==> config.mk <==
export PLATFORM = sky130hd
export DESIGN_NAME = irda_fir_flag_seq
export DESIGN_NICKNAME = d
export VERILOG_FILES = /design/src/rtl/irda_fir_flag_seq.sv
export SDC_FILE = /design/constraint.sdc
export NUM_CORES = 1
export LEC_CHECK = 0
export CAP_MARGIN = 20
export CORE_MARGIN = 8
export CORE_UTILIZATION = 61
export CTS_BUF_LIST = sky130_fd_sc_hd__clkbuf_4
export DETAILED_ROUTE_END_ITERATION = 12
export GPL_ROUTABILITY_DRIVEN = 0
export PLACE_DENSITY = 0.82
export SLEW_MARGIN = 10
export SYNTH_ARGS = -nofsm -noshare
export SYNTH_HDL_FRONTEND = slang
export SYNTH_SLANG_ARGS = --single-unit
==> constraint.sdc <==
create_clock -name clk -period 3.24 [get_ports clk]
set_clock_uncertainty 0.2 [all_clocks]
set_input_delay 0.648 -clock clk [delete_from_list [all_inputs] [get_ports clk]]
set_output_delay 0.648 -clock clk [all_outputs]
set_load 0.1 [all_outputs]
==> src/rtl/irda_fir_flag_seq.sv <==
`timescale 1ns/1ps
// irda_fir_flag_seq_fifo: small generic FIFO with synchronous flush.
// Latency: a push is visible at o_head_dat the clk after it is written.
// Backpressure: o_full blocks pushes; a push while full or during flush is dropped.
//
// Ports:
//   clk, rst_n          clock, async active-low reset
//   i_flush             synchronous empty; wins over push/pop
//   i_push, i_push_dat  write request and data
//   i_pop               read request (ignored when empty)
//   o_head_dat          oldest entry (valid when !o_empty)
//   o_full, o_empty     occupancy flags
module irda_fir_flag_seq_fifo #(
  parameter int W     = 10,
  parameter int DEPTH = 2
) (
  input  logic         clk,
  input  logic         rst_n,
  input  logic         i_flush,
  input  logic         i_push,
  input  logic [W-1:0] i_push_dat,
  input  logic         i_pop,
  output logic [W-1:0] o_head_dat,
  output logic         o_full,
  output logic         o_empty
);

  localparam int AW = (DEPTH > 1) ? $clog2(DEPTH) : 1;
  localparam logic [AW:0] PTR_ONE = {{AW{1'b0}}, 1'b1};

  logic [W-1:0] r_mem [DEPTH];
  logic [AW:0]  r_wr_ptr;
  logic [AW:0]  r_rd_ptr;
  logic         w_do_push;
  logic         w_do_pop;

  // Pointers carry one extra wrap bit so full and empty are distinguishable.
  assign o_empty    = (r_wr_ptr == r_rd_ptr);
  assign o_full     = (r_wr_ptr[AW] != r_rd_ptr[AW]) &&
                      (r_wr_ptr[AW-1:0] == r_rd_ptr[AW-1:0]);
  assign w_do_push  = i_push && !o_full && !i_flush;
  assign w_do_pop   = i_pop && !o_empty && !i_flush;
  assign o_head_dat = r_mem[r_rd_ptr[AW-1:0]];

  always_ff @(posedge clk or negedge rst_n) begin
    if (!rst_n) begin
      r_wr_ptr <= '0;
      r_rd_ptr <= '0;
    end else if (i_flush) begin
      r_wr_ptr <= '0;
      r_rd_ptr <= '0;
    end else begin
      if (w_do_push) r_wr_ptr <= r_wr_ptr + PTR_ONE;
      if (w_do_pop)  r_rd_ptr <= r_rd_ptr + PTR_ONE;
    end
  end

  // Storage needs no reset: entries are only read when the pointers say valid.
  always_ff @(posedge clk) begin
    if (w_do_push) r_mem[r_wr_ptr[AW-1:0]] <= i_push_dat;
  end

endmodule

// irda_fir_flag_seq: queued 4PPM flag (PA/STA/STO) and zero-fill chip sequencer.
// Latency: a queued command's chip 0 appears on the first chip_en after the push cycle.
// Backpressure: cmd_ready low when the command queue is full or abort is asserted.
//
// Ports:
//   clk, wb_rst_n              clock, async active-low reset
//   chip_en                    one-clk chip strobe
//   cmd_valid/cmd_ready        command handshake; cmd_flag (00 zero, 01 PA,
//                              10 STA, 11 STO), cmd_count (reps / zero chips)
//   abort                      synchronous flush of queue and engine
//   chip_o, chip_valid_o       registered chip and its valid qualifier
//   eof_o                      pulse with the last chip of each command
//   busy_o                     registered: queue non-empty or engine running
module irda_fir_flag_seq #(
  parameter int CNT_W = 8,
  parameter int DEPTH = 2
) (
  input  logic             clk,
  input  logic             wb_rst_n,
  input  logic             chip_en,
  input  logic             cmd_valid,
  output logic             cmd_ready,
  input  logic [1:0]       cmd_flag,
  input  logic [CNT_W-1:0] cmd_count,
  input  logic             abort,
  output logic             chip_o,
  output logic             chip_valid_o,
  output logic             eof_o,
  output logic             busy_o
);

  // Length counter must hold 16*(2^CNT_W-1) for PA and 32 for STA/STO.
  localparam int LEN_W = (CNT_W + 4 > 6) ? CNT_W + 4 : 6;

  localparam logic [1:0] FLAG_ZERO = 2'b00;
  localparam logic [1:0] FLAG_PA   = 2'b01;
  localparam logic [1:0] FLAG_STA  = 2'b10;
  localparam logic [1:0] FLAG_STO  = 2'b11;

  // MSB is chip 0 (first transmitted).
  localparam logic [15:0] PA_PAT  = 16'b1000_0000_1010_1000;
  localparam logic [31:0] STA_PAT = 32'b0000_1100_0000_1100_0110_0000_0110_0000;
  localparam logic [31:0] STO_PAT = 32'b0000_1100_0000_1100_0000_0110_0000_0110;

  typedef enum logic {S_IDLE, S_RUN} state_t;

  typedef struct packed {
    logic [1:0]       flag;
    logic [CNT_W-1:0] count;
  } cmd_t;

  state_t           r_state;
  state_t           w_state_nxt;
  logic [1:0]       r_flag;
  logic [1:0]       w_flag_nxt;
  logic [4:0]       r_idx;
  logic [4:0]       w_idx_nxt;
  logic [LEN_W-1:0] r_left;
  logic [LEN_W-1:0] w_left_nxt;
  logic             r_chip;
  logic             w_chip_nxt;
  logic             r_chip_vld;
  logic             w_chip_vld_nxt;
  logic             r_eof;
  logic             w_eof_nxt;
  logic             r_busy;
  logic             w_busy_nxt;

  cmd_t             w_cmd_in;
  cmd_t             w_head;
  logic             w_full;
  logic             w_empty;
  logic             w_push;
  logic             w_pop;
  logic [LEN_W-1:0] w_cnt1;
  logic [LEN_W-1:0] w_total;

  function automatic logic chip_bit(input logic [1:0] f, input logic [4:0] idx);
    logic b;
    b = 1'b0;
    case (f)
      FLAG_PA:  b = PA_PAT[4'd15 - idx[3:0]];
      FLAG_STA: b = STA_PAT[5'd31 - idx];
      FLAG_STO: b = STO_PAT[5'd31 - idx];
      default:  b = 1'b0;
    endcase
    return b;
  endfunction

  assign cmd_ready      = !w_full && !abort;
  assign w_push         = cmd_valid && cmd_ready;
  assign w_cmd_in.flag  = cmd_flag;
  assign w_cmd_in.count = cmd_count;

  irda_fir_flag_seq_fifo #(
    .W     ($bits(cmd_t)),
    .DEPTH (DEPTH)
  ) u_cmd_q (
    .clk        (clk),
    .rst_n      (wb_rst_n),
    .i_flush    (abort),
    .i_push     (w_push),
    .i_push_dat (w_cmd_in),
    .i_pop      (w_pop),
    .o_head_dat (w_head),
    .o_full     (w_full),
    .o_empty    (w_empty)
  );

  // Total chip count of the head command; a count of 0 behaves as 1.
  always_comb begin
    w_cnt1 = (w_head.count == '0) ? LEN_W'(1) : LEN_W'(w_head.count);
    case (w_head.flag)
      FLAG_ZERO: w_total = w_cnt1;
      FLAG_PA:   w_total = w_cnt1 << 4;
      default:   w_total = LEN_W'(32);
    endcase
  end

  always_ff @(posedge clk or negedge wb_rst_n) begin
    if (!wb_rst_n) begin
      r_state    <= S_IDLE;
      r_flag     <= FLAG_ZERO;
      r_idx      <= '0;
      r_left     <= '0;
      r_chip     <= 1'b0;
      r_chip_vld <= 1'b0;
      r_eof      <= 1'b0;
      r_busy     <= 1'b0;
    end else begin
      r_state    <= w_state_nxt;
      r_flag     <= w_flag_nxt;
      r_idx      <= w_idx_nxt;
      r_left     <= w_left_nxt;
      r_chip     <= w_chip_nxt;
      r_chip_vld <= w_chip_vld_nxt;
      r_eof      <= w_eof_nxt;
      r_busy     <= w_busy_nxt;
    end
  end

  // r_idx is the index of the next chip to emit; r_left counts chips not yet
  // emitted. After the final chip the engine always drops to IDLE: a queued
  // command is then loaded by the IDLE branch on the very next strobe, which
  // keeps back-to-back commands gapless.
  always_comb begin
    w_state_nxt    = r_state;
    w_flag_nxt     = r_flag;
    w_idx_nxt      = r_idx;
    w_left_nxt     = r_left;
    w_chip_nxt     = r_chip;
    w_chip_vld_nxt = r_chip_vld;
    w_eof_nxt      = 1'b0;
    w_busy_nxt     = (r_state == S_RUN) || !w_empty;
    w_pop          = 1'b0;

    if (abort) begin
      w_state_nxt    = S_IDLE;
      w_idx_nxt      = '0;
      w_left_nxt     = '0;
      w_chip_nxt     = 1'b0;
      w_chip_vld_nxt = 1'b0;
      w_busy_nxt     = 1'b0;
    end else if (chip_en) begin
      case (r_state)
        S_IDLE: begin
          if (!w_empty) begin
            w_pop          = 1'b1;
            w_flag_nxt     = w_head.flag;
            w_chip_nxt     = chip_bit(w_head.flag, 5'd0);
            w_chip_vld_nxt = 1'b1;
            w_idx_nxt      = 5'd1;
            w_left_nxt     = w_total - LEN_W'(1);
            // A single-chip zero fill is finished by its own load.
            if (w_total == LEN_W'(1)) begin
              w_eof_nxt = 1'b1;
            end else begin
              w_state_nxt = S_RUN;
            end
          end else begin
            w_chip_nxt     = 1'b0;
            w_chip_vld_nxt = 1'b0;
          end
        end
        S_RUN: begin
          w_chip_nxt = chip_bit(r_flag, r_idx);
          // PA wraps through the low 4 index bits on each repetition.
          w_idx_nxt  = r_idx + 5'd1;
          w_left_nxt = r_left - LEN_W'(1);
          if (r_left == LEN_W'(1)) begin
            w_eof_nxt   = 1'b1;
            w_state_nxt = S_IDLE;
          end
        end
        default: begin
          w_state_nxt = S_IDLE;
        end
      endcase
    end
  end

  assign chip_o       = r_chip;
  assign chip_valid_o = r_chip_vld;
  assign eof_o        = r_eof;
  assign busy_o       = r_busy;

endmodule

==> results.md <==
- Outcome: finished clean
- First-pass GRT wire length: 9.798 mm
- Most frequent cells in the layout: nor2_1 (35), dfrtp_1 (28), nand2_1 (24)
- Synth Warn #: 0
- Max Cap Viol: 0
- GRT Overall Usage: 0.1659
- Net Count, Synth: 313
- Antenna diode count: 0
- Clock Tree Root: clkbuf_4
- Clk_lat worst skew: 0.37 ns
- CP arrival: 2.87 ns
- Routed Antenna Nets: 0
- Setup violators final: 0
- RSZ-0062 raised after global routing: false
- Num rows: 24
- Ys flop type: dfrtp_1
- Die Footprint: 7078 sq um
- DR pass1 iterations: 4
- Seq cells post-synth: 48
- Die Y: 84.13 microns
- Ys async rst share: 0.5833
- Final Hold Viols: 0
- Port Buf Inserts: 19
- Ports: 20
- Core region area: 4414 sq um
- Wire per inst: 16.08 microns
- # fillers: 330
- PD cells: 741.1 nW/um^2
- Cts bufs inserted: 5
- Crit path max fanout: 4
- Multi-input logic area: 1431 sq um
- Fraction of layout cells with a size suffix above 1: 0.09554
- Critical path class: flip-flop to flip-flop
- Largest net degree at the start of global routing: 29
- Residual DRC: 0
- Initial antenna violation count: 0
- Die X: 84.13 microns
- Setup bufs post-CTS: 0
- Initial core utilization: 0.6414
- Clock sinks: 48
- Leakage: 0.001237 uW
- Setup TNS: 0 ns
- Fin cells: 366
- Avg Cell Area, Syn: 9.697 sq um
- CP startpoint kind: flip-flop
- Area grow syn2layout: 10.61%
- Gr ovfl total: 0
- CTS tree: done
- Hold WC Path Type: flip-flop to flip-flop
- WL final: 5.887 mm
- Worst Tran Pin Value: 0.6543 ns
- Longest Clk Path Bufs: 2
- Starting DRT DRC Count: 108
- Fmax: 354.1 MHz
- Placed wire-length estimate: 4.447 mm
- Post-Syn Area: 2831 sq um
- Post-CTS sizing: 0
- Most common cell after layout, fill and taps aside: nor2_1
- Vias in the first global route: 2140
- Crit end category: flip-flop
- Seq/Total Area, Yosys: 0.4596
- Slew margin rel.: 0.5609
- Total power: 2321 uW
- Post-CTS Hold Fix Bufs: 0
- Crit share post-route: 0.8716
- Avg Vias per Cell: 6.008
- Clock-pin slew on the worst setup and hold paths: 0.13 ns
- Post-layout util: 0.7095
- Final net count: 334
- Worst VDD drop: 372.5 uV
- Min Tclk post-route: 2.824 ns
- Placed instance count: 358
- Vias: 2199
- Synth Instances: 292
- H-Tree Depth: 2
- Worst path required time: 3.29 ns
- Post-synth EDFFs: 20
- Yosys cell types: 54
- Area occupied by registers: 1301 sq um
- Max-slew violations: 0
-- per-stage QoR --
step / hold WS [ns] / worst slack [ns] / cell area [sq um]
floorplan: 0.1524 / 0.4366 / 2835
global placement: 0.2770 / 0.4732 / 3074
detailed placement: 0.2897 / 0.4458 / 3074
CTS: 0.3184 / 0.4147 / 3132
global route: 0.3431 / 0.1975 / 3132
finish: 0.3183 / 0.4161 / 3132
-- report_power, final --
| part | switching [uW] | leakage (uW) | internal, uW |
|---|---|---|---|
| clock | 184 | 0.0000317 | 92.3 |
| sequential | 142 | 0.000559 | 746 |
| combinational | 705 | 0.000646 | 452 |
-- kinds of logic after synthesis --
logic type | after synthesis | share of synthesized area
AO/OA/AOI/OAI | 68 | 0.1626
XOR/XNOR | 21 | 0.06496
adder cells (fa/ha/maj) | 6 | 0.02651
buffers and inverters | 21 | 0.03623
flip-flops | 48 | 0.4596
multiplexers | 14 | 0.05082
AND/OR/NAND/NOR | 114 | 0.1993
-- flip-flops by register name (all words and copies together), names as in the netlist --
signal,count
u_cmd_q.r_mem,20
r_left,12
r_idx,5
r_flag,2
u_cmd_q.r_rd_ptr,2
u_cmd_q.r_wr_ptr,2
busy_o,1
chip_o,1
chip_valid_o,1
eof_o,1
r_state,1
-- critical path, cell delays in order, from the launching register on --
cell	delay [ns]
edfxtp_1	0.44
or4b_1	0.54
o22ai_2	0.19
o21ai_2	0.13
a21o_1	0.24
ha_1	0.20
o21ai_0	0.16
nor3_1	0.10
xor2_1	0.15
a221o_1	0.36
-- Yosys cell counts (2+ instances only) --
| cell | n | share of area |
|---|---|---|
| nor2_1 | 35 | 0.046 |
| dfrtp_1 | 28 | 0.25 |
| nand2_1 | 24 | 0.032 |
| edfxtp_1 | 20 | 0.21 |
| o21ai_0 | 18 | 0.032 |
| a21oi_1 | 13 | 0.023 |
| mux2i_1 | 11 | 0.039 |
| nor3_1 | 11 | 0.019 |
| xnor2_1 | 11 | 0.034 |
| xor2_1 | 10 | 0.031 |
| inv_1 | 9 | 0.012 |
| nand2b_1 | 9 | 0.020 |
| nand3_1 | 8 | 0.014 |
| a22oi_1 | 7 | 0.019 |
| nor4_1 | 7 | 0.015 |
| clkbuf_1 | 6 | 0.0080 |
| ha_1 | 6 | 0.027 |
| nor2b_1 | 5 | 0.011 |
| o22ai_1 | 4 | 0.0088 |
| a31oi_1 | 3 | 0.0066 |
| buf_6 | 3 | 0.012 |
| o21ai_1 | 3 | 0.0053 |
| a211oi_1 | 2 | 0.0053 |
| a21o_1 | 2 | 0.0053 |
| a221o_1 | 2 | 0.0071 |
| and2_1 | 2 | 0.0044 |
| buf_1 | 2 | 0.0027 |
| mux2_2 | 2 | 0.0080 |
| nand4_1 | 2 | 0.0044 |
| nor3b_1 | 2 | 0.0053 |
| or3_1 | 2 | 0.0044 |
-- layer usage --
layer  track usage  share of wire
met5             0              0
met4       0.06436          0.016
met3       0.04541          0.041
met2        0.2786           0.50
met1        0.1964           0.44
-- cell type report --
type | instances | area share
multi-input cells | 223 | 0.4571
flip-flops and latches | 48 | 0.4155
repair buffers | 26 | 0.07751
well taps | 52 | 0.02078
clock buffers | 6 | 0.01438
inverters | 9 | 0.01079
clock inverters | 2 | 0.003995
-- final timing paths --
| check | endpoint | cells past startpoint | slack [ns] | startpoint |
|---|---|---|---|---|
| max in group asynchronous | r_left[5]$_DFFE_PN0P_ | 2 | 2.13 | wb_rst_n |
| setup reg to reg | r_left[6]$_DFFE_PN0P_ | 9 | 0.42 | u_cmd_q.r_mem[1][6]$_DFFE_PP_ |
| hold / removal | r_left[3]$_DFFE_PN0P_ | 2 | 0.32 | r_left[3]$_DFFE_PN0P_ |
| min in group asynchronous | u_cmd_q.r_rd_ptr[1]$_DFFE_PN0P_ | 2 | 0.43 | wb_rst_n |
| hold reg to reg | r_left[3]$_DFFE_PN0P_ | 2 | 0.32 | r_left[3]$_DFFE_PN0P_ |
| setup / recovery | r_left[6]$_DFFE_PN0P_ | 9 | 0.42 | u_cmd_q.r_mem[1][6]$_DFFE_PP_ |
Note: power is estimated with default switching activity, not from simulation.
